**src/rtl/gp_seq_pkg.sv**
```systemverilog
// Shared definitions for the fully-connected layer sequencer.
// State encoding, address-width helper and accumulator sizing.
package gp_seq_pkg;

  localparam logic [2:0] IDLE   = 3'd0;
  localparam logic [2:0] ISSUE  = 3'd1;
  localparam logic [2:0] DRAIN1 = 3'd2;
  localparam logic [2:0] DRAIN2 = 3'd3;
  localparam logic [2:0] WRITE  = 3'd4;

  // Never returns 0 so a single-entry buffer still gets a 1-bit address.
  function automatic int clog2(input int n);
    int r;
    r = 0;
    while ((1 << r) < n) r++;
    return (r < 1) ? 1 : r;
  endfunction

  function automatic int acc_w(input int dw, input int n);
    return 2 * dw + clog2(n);
  endfunction

endpackage

```
**src/rtl/fc_mac_unit.sv**
```systemverilog
// Operand stage, signed accumulator and output post-processing
// (arithmetic shift, optional ReLU, saturation) for one neuron.
module fc_mac_unit
  import gp_seq_pkg::*;
#(
  parameter int DATA_WIDTH  = 32,
  parameter int IN_DATA_NUM = 8,
  parameter int FRAC_BITS   = 0,
  parameter int RELU_EN     = 0
) (
  input  logic                  clk,
  input  logic                  rst_n,
  input  logic                  clr,
  input  logic                  ld,
  input  logic [DATA_WIDTH-1:0] x,
  input  logic [DATA_WIDTH-1:0] w,
  output logic [DATA_WIDTH-1:0] y
);

  localparam int DW    = DATA_WIDTH;
  localparam int ACC_W = acc_w(DATA_WIDTH, IN_DATA_NUM);

  localparam logic signed [ACC_W-1:0] MAXV =
    {{(ACC_W-DW+1){1'b0}}, {(DW-1){1'b1}}};
  localparam logic signed [ACC_W-1:0] MINV = ~MAXV;

  logic signed [DW-1:0]    x_q;
  logic                    v1;
  logic signed [ACC_W-1:0] acc;
  logic signed [2*DW-1:0]  prod;
  logic signed [ACC_W-1:0] sh;

  assign prod = (2*DW)'($signed(x_q)) * (2*DW)'($signed(w));

  always_ff @(posedge clk or negedge rst_n) begin
    if (!rst_n) begin
      x_q <= '0;
      v1  <= 1'b0;
      acc <= '0;
    end else begin
      v1 <= ld;
      if (ld)
        x_q <= x;
      // w arrives one cycle after its address, aligned with x_q
      if (clr)
        acc <= '0;
      else if (v1)
        acc <= acc + ACC_W'(prod);
    end
  end

  always_comb begin
    sh = acc >>> FRAC_BITS;
    if (RELU_EN != 0 && sh[ACC_W-1])
      sh = '0;
    if (sh > MAXV)
      y = MAXV[DW-1:0];
    else if (sh < MINV)
      y = MINV[DW-1:0];
    else
      y = sh[DW-1:0];
  end

endmodule

```
**src/rtl/fc_layer_sequencer.sv**
```systemverilog
// Sequences one shared MAC over the input buffer and weight memory,
// writing one output word per neuron, then signalling done.
module fc_layer_sequencer
  import gp_seq_pkg::*;
#(
  parameter int DATA_WIDTH   = 32,
  parameter int IN_DATA_NUM  = 8,
  parameter int OUT_DATA_NUM = 4,
  parameter int FRAC_BITS    = 0,
  parameter int RELU_EN      = 0
) (
  input  logic                                      clk,
  input  logic                                      rst_n,
  input  logic                                      axisif_start,
  output logic                                      axisif_done,
  output logic [clog2(IN_DATA_NUM)-1:0]             axisif_bufferIn_adr,
  input  logic [DATA_WIDTH-1:0]                     axisif_bufferIn_data,
  output logic [clog2(IN_DATA_NUM*OUT_DATA_NUM)-1:0] w_adr,
  input  logic [DATA_WIDTH-1:0]                     w_data,
  output logic [clog2(OUT_DATA_NUM)-1:0]            axisif_bufferOut_adr,
  output logic [DATA_WIDTH-1:0]                     axisif_bufferOut_data,
  output logic                                      axisif_bufferOut_wr
);

  localparam int IAW = clog2(IN_DATA_NUM);
  localparam int WAW = clog2(IN_DATA_NUM * OUT_DATA_NUM);
  localparam int OAW = clog2(OUT_DATA_NUM);

  localparam logic [IAW-1:0] I_LAST = IAW'(IN_DATA_NUM - 1);
  localparam logic [OAW-1:0] J_LAST = OAW'(OUT_DATA_NUM - 1);

  logic [2:0]            state, state_nx;
  logic                  start_q, trig;
  logic [OAW-1:0]        j;
  logic                  last_i, last_j;
  logic                  go, issue, load, nxt, fin;
  logic [DATA_WIDTH-1:0] post;

  assign trig   = axisif_start & ~start_q;
  assign last_i = (axisif_bufferIn_adr == I_LAST);
  assign last_j = (j == J_LAST);

  always_ff @(posedge clk or negedge rst_n) begin
    if (!rst_n)
      state <= IDLE;
    else
      state <= state_nx;
  end

  always_comb begin
    state_nx = state;
    unique case (state)
      IDLE:    if (trig) state_nx = ISSUE;
      ISSUE:   if (last_i) state_nx = DRAIN1;
      DRAIN1:  state_nx = DRAIN2;
      DRAIN2:  state_nx = WRITE;
      WRITE:   state_nx = last_j ? IDLE : ISSUE;
      default: state_nx = IDLE;
    endcase
  end

  always_comb begin
    go    = 1'b0;
    issue = 1'b0;
    load  = 1'b0;
    nxt   = 1'b0;
    fin   = 1'b0;
    unique case (state)
      IDLE:    go    = trig;
      ISSUE:   issue = 1'b1;
      DRAIN2:  load  = 1'b1;
      WRITE: begin
        nxt = ~last_j;
        fin = last_j;
      end
      default: ;
    endcase
  end

  always_ff @(posedge clk or negedge rst_n) begin
    if (!rst_n) begin
      start_q               <= 1'b0;
      j                     <= '0;
      axisif_done           <= 1'b1;
      axisif_bufferIn_adr   <= '0;
      w_adr                 <= '0;
      axisif_bufferOut_adr  <= '0;
      axisif_bufferOut_data <= '0;
      axisif_bufferOut_wr   <= 1'b0;
    end else begin
      start_q             <= axisif_start;
      axisif_bufferOut_wr <= load;
      if (go) begin
        j                   <= '0;
        axisif_bufferIn_adr <= '0;
        w_adr               <= '0;
        axisif_done         <= 1'b0;
      end
      if (issue && !last_i) begin
        axisif_bufferIn_adr <= axisif_bufferIn_adr + IAW'(1);
        w_adr               <= w_adr + WAW'(1);
      end
      // weight rows are contiguous, so row j+1 starts right after row j
      if (nxt) begin
        j                   <= j + OAW'(1);
        axisif_bufferIn_adr <= '0;
        w_adr               <= w_adr + WAW'(1);
      end
      if (fin)
        axisif_done <= 1'b1;
      if (load) begin
        axisif_bufferOut_adr  <= j;
        axisif_bufferOut_data <= post;
      end
    end
  end

  fc_mac_unit #(
    .DATA_WIDTH  (DATA_WIDTH),
    .IN_DATA_NUM (IN_DATA_NUM),
    .FRAC_BITS   (FRAC_BITS),
    .RELU_EN     (RELU_EN)
  ) u_mac (
    .clk   (clk),
    .rst_n (rst_n),
    .clr   (go | nxt),
    .ld    (issue),
    .x     (axisif_bufferIn_data),
    .w     (w_data),
    .y     (post)
  );

endmodule
```
**config.mk**
```make
export PLATFORM = sky130hd
export DESIGN_NAME = fc_layer_sequencer
export DESIGN_NICKNAME = d
export VERILOG_FILES = /design/src/rtl/gp_seq_pkg.sv /design/src/rtl/fc_mac_unit.sv /design/src/rtl/fc_layer_sequencer.sv
export SDC_FILE = /design/constraint.sdc
export NUM_CORES = 2
export LEC_CHECK = 0
export CAP_MARGIN = 15
export CORE_MARGIN = 4
export CORE_UTILIZATION = 66
export DETAILED_ROUTE_END_ITERATION = 8
export PLACE_DENSITY = 0.84
export SYNTH_ARGS = -nofsm -noshare
export SYNTH_HDL_FRONTEND = slang
export SYNTH_SLANG_ARGS = --single-unit
```
**constraint.sdc**
```tcl
create_clock -name clk -period 11.4 [get_ports clk]
set_input_delay 1.14 -clock clk [delete_from_list [all_inputs] [get_ports clk]]
set_output_delay 1.14 -clock clk [all_outputs]
set_load 0.05 [all_outputs]
```
# Word-level counts from Yosys, hierarchy flattened
# Index checks and enable logic that the tools add are counted.
[totals]
register_bits = 150
latch_bits = 0
ram_bits = 0
rom_bits = 0
input_bits = 67
output_inout_bits = 44
word_cells = 62
memories = 0
[op_classes]
n_addsub = 4
mul = 1
div_mod_pow = 0
magnitude_cmp = 2
n_eq_ne = 8
shift = 0
mux = 23
n_bitwise = 4
n_reduce_logical = 8
[ops]
columns = ["op", "n"]
rows = [
  ["67-bit two-way mux", 2],
  ["67-bit by 64-bit adder with 67-bit output", 1],
  ["67-bit by 32-bit > comparator with 1-bit output (second input constant)", 1],
  ["67-bit by 32-bit less-than comparator with 1-bit output (second input constant)", 1],
  ["32-bit by 32-bit multiplier with 64-bit output", 1],
  ["32-bit two-way mux", 2],
  ["3-bit two-way mux", 5],
  ["5-bit two-way mux", 3],
  ["3-bit case mux with 5 select lines", 1],
  ["1-bit two-way mux", 8],
  ["3-bit by 2-bit == test with 1-bit output (second input constant)", 2],
  ["3-bit == test (second input constant)", 2],
  ["2-bit nonzero test", 3],
  ["5-bit by 1-bit adder with 5-bit output (second input constant)", 1],
  ["2-bit two-way mux", 2],
  ["2-bit inequality test (second input constant)", 2],
  ["3-bit by 1-bit adder with 3-bit output (second input constant)", 1],
  ["3-bit by 1-bit == test with 1-bit output (second input constant)", 1],
  ["3-bit zero test", 1],
  ["3-bit nonzero test", 1],
  ["2-bit by 1-bit adder with 2-bit output (second input constant)", 1],
  ["2-bit == test (second input constant)", 1],
  ["1-bit inverter", 2],
  ["2-bit AND reduction", 1],
  ["other kinds (4)", 4],
]

# Depth between registers and ports, before layout
[logic_depth]
depth_word = 6
mapped_depth = 30
mapped_depth_nobuf = 28

# By module
# A second synthesis with hierarchy kept.
[hier_totals]
cells_unflattened = 4979
area_unflattened_um2 = 47103.9
[modules_own_cells]
columns = ["mod", "n_inst", "cells_each", "area_each_um2", "seq_area_each_um2"]
rows = [
  ["fc_mac_unit", 1, 4773, 45069.5, 2502.4],
  ["fc_layer_sequencer", 1, 206, 2034.5, 1252.5],
]

# Least setup slack after synthesis
# OpenSTA, ideal clock, no wires.
[synth_path]
kind = "input to register"
startpoint = "in w_data[0]"
endpoint = "reg u_mac.acc[65]"
setup_time_ns = 0.064
arrival_ns = 9.302
required_ns = 11.336
slack_ns = 2.033
path_stages = 26
n_path_buf = 2
cell_sequence = "clkbuf_1 nand2_1 fa_1 inv_1 fa_1 fa_1 inv_1 fa_1 inv_1 fa_1 fa_1 fa_1 inv_1 fa_1 inv_1 ha_1 buf_2 nand4_1 or3_4 a2111oi_4 a21o_1 a21oi_2 o21ai_4 a31oi_4 nor4_2 a211o_1"
[synth_via]
elab_chain_cells = 4
[synth_rtl]
columns = ["element", "line_no", "rtl"]
rows = [
  ["start: declaration", "fc_layer_sequencer.sv:19", "input logic [DATA_WIDTH-1:0] w_data,"],
  ["32-bit by 32-bit multiplier with 64-bit output", "fc_mac_unit.sv:33", "assign prod = (2*DW)'($signed(x_q)) * (2*DW)'($signed(w));"],
  ["67-bit by 64-bit adder with 67-bit output", "fc_mac_unit.sv:48", "acc <= acc + ACC_W'(prod);"],
  ["67-bit two-way mux", "fc_mac_unit.sv:47", "else if (v1)"],
  ["67-bit two-way mux", "fc_mac_unit.sv:45", "if (clr)"],
  ["end signal: assignment", "fc_mac_unit.sv:48", ""],
  ["end: declaration", "fc_mac_unit.sv:29", "logic signed [ACC_W-1:0] acc;"],
]
# Every way passes these cells. The select of a mux whose other input is x is not followed.
# A chain may end at the register's enable or synchronous reset.

# Worst setup path in the final report
[layout_path]
startpoint = "in w_data[9]"
endpoint = "reg u_mac.acc[66]"
# The elaborated chain is that of the path after synthesis.

==> results.tsv <==
stage	metric	value	unit
drt	drt pass-1 iters	6	
die	# IOs	111	
sta	clock skew	0.0281	ns
synthesis	number of flops mapped to enable cells by yosys	0	
sta	Final Critical Period	9.85	ns
sta	final setup violation count	0	
synthesis	Gate Count Post-Synth	5003	
drt	Post-Route WL	124000	microns
synthesis	Synth Area per Inst	9.47	sq um
clock_network	TritonCTS clock tree	done	
synthesis	register area share after synthesis	0.0792	
synthesis	Syn. warnings	0	
global_routing	largest net degree at the start of global routing	89	
die	Initial Util	0.671	
global_routing	vias in the first global route	38903	
cells_and_area	most frequent cells in the layout	1298 x inv_1, 1243 x fa_1, 638 x nand2_1, 461 x and2_1, 228 x ha_1	
sta	fmax	102	MHz
drt	Post-DRT Antenna Nets	0	
clock_network	Post-CTS Setup Bufs	0	
die	Core Area	70600	sq um
synthesis	synth top area cells	fa_1 53%, inv_1 10%, dfrtp_1 7.9%	
synthesis	ys async rst share	1.00	
clock_network	Post-CTS Hold Fix Bufs	0	
sta	Setup TNS	0	ns
hold_path	Hold WC Path Type	reg -> reg	
critical_path	cell mode on critical path	fa_1	
clock_network	Max Buffers Root-to-Sink	2	
synthesis	post-synth top area cell	fa_1	
clock_network	H-tree levels	4	
critical_path	Crit-path slowest cell	clkdlybuf4s50_1	
flow_run	Max Cap Violations	0	
sta	Final Hold Fails	0	
die	Die Span Y	276	microns
cells_and_area	fin util	0.709	
place	hpwl dp	100000	microns
synthesis	Top FF cell, synth	dfrtp_1	
critical_path	Startpoint Class	primary input	
cells_and_area	commonest non-fill, non-tap cell in the layout	inv_1	
place	GPL Wtd Cong	0.992	
drt	drt drc	0	
synthesis	area fraction of the dominant cell type after synthesis	0.525	
cells_and_area	fin nets	6504	
die	Die X	276	microns
synthesis	synthesized area	47400	sq um
critical_path	WP data arrival	10.26	ns
global_routing	total gr overflow	0	
synthesis	Synth Net Count	6541	
outcome	status	complete, no violations	
cells_and_area	Area Overhead vs Synth	5.72	%
critical_path	reg-to-reg setup timing slack	2.52	ns
critical_path	Crit Path Class	in -> reg	
critical_path	WP buf/inv	6	
critical_path	CP required	11.81	ns
place	buffers added on ports	110	
global_routing	antenna violations before repair	3	
drt	vias	34294	
clock_network	post-CTS sizing	0	
sta	ratio of final minimum period to clock period	0.864	
critical_path	Top delay family on crit path	adder cells	
clock_network	Num CTS Buffers	17	
drt	drt wl/cell	20.9	microns
clock_network	clock root buffer	clkbuf_16	
global_routing	first-pass GRT wire length	203000	microns
die	row count	97	
critical_path	Critical Path End Type	flop	
die	die area	76200	sq um
clock_network	Sink Count	150	
critical_path	slowest stage delay, CP	1.11	ns
global_routing	GRT Util Overall	0.347	
sta	RSZ-0062 raised after global routing	no	
sta	Fin Hold WS	0.521	ns
synthesis	synth unique cells	69	
clock_network	Skew-Pair Late Insertion Delay	0.52	ns
drt	Initial DRC Count	2827	
sta	Max Slew Vio Count	0	
critical_path	Critical Path Fanout Max	20	
cells_and_area	share of cells above drive strength 1	0.0345	
synthesis	flops & latches, synth	150	
drt	vias per std cell	5.79	
clock_network	clock transition at the registers of the reported paths	0.10	ns
sta	worst slew pin tran	1.11	ns
sta	Slew Limit Headroom	0.258	
Yosys cell counts, types with 8 or more instances:
master	number
inv_1	1299
o21ai_0	54
and3_1	10
fa_1	1243
nor2b_1	10
o21ai_1	19
and2_1	461
mux2_2	35
xor2_1	30
ha_1	228
buf_2	13
nor2_1	146
a31oi_1	14
xnor2_1	40
mux2i_1	46
nor3_1	9
o21bai_1	11
a21o_1	26
a211oi_1	10
nand2b_1	14
nand3_1	21
nand2_1	639
buf_1	9
or3_1	11
nor4_1	13
o21a_1	8
dfrtp_1	149
nand4_1	26
a21oi_1	112
clkbuf_1	221
metrics by stage:
stage	setup slack [ns]	instance area (sq um)	instances
floorplan	2.03	47400	5003
global placement	1.42	49300	5880
detailed placement	1.20	49300	5880
CTS	1.69	49900	5912
global route	1.22	50100	5920
finish	1.55	50100	5922
final timing paths:
path | start | cells past startpoint | end
min reg2reg | u_mac.x_q[24] | 1 | u_mac.x_q[24]
max in group asynchronous | rst_n | 2 | axisif_bufferOut_data[21]
min in group asynchronous | rst_n | 1 | u_mac.acc[57]
max reg2reg | u_mac.x_q[31] | 27 | u_mac.acc[66]
min | u_mac.x_q[24] | 1 | u_mac.x_q[24]
max | w_data[9] | 25 | u_mac.acc[66]
logic make-up after synthesis:
family / synth area share
compound gates: 0.0403
xor+xnor: 0.0129
fa+ha+maj: 0.585
buf+inv: 0.123
flops: 0.0792
mux: 0.0187
simple gates: 0.140
cell type report:
class                      count  area [sq um]
clock inverter                14           205
clock buffer                  18           439
sequential                   150          3760
timing repair buffer         191          1810
fill                        5042         20500
inverter                    1300          4880
antenna                        3          7.51
tap                          940          1180
multi-input combinational   3306         37800
metal layers:
| metal | wire length [microns] | global-route usage | up-vias |
|---|---|---|---|
| met2 | 62700 | 0.584 | 1697 |
| met4 | 9830 | 0.226 | 0 |
| met5 | 0 | 0 | - |
| li1 | - | - | 14332 |
| met1 | 41500 | 0.412 | 17700 |
| met3 | 9600 | 0.0663 | 565 |
sequential cells by signal, summed over array words and instances, names as in the netlist, 2 cells and up:
| name | cells |
|---|---|
| axisif_bufferIn_adr | 3 |
| axisif_bufferOut_adr | 2 |
| axisif_bufferOut_data | 32 |
| j | 2 |
| state | 3 |
| u_mac.acc | 67 |
| u_mac.x_q | 32 |
| w_adr | 5 |
Power is left out: the tool's default activity adds up to more than one toggle a clock period on the data nets, which glitch-free logic cannot reach.
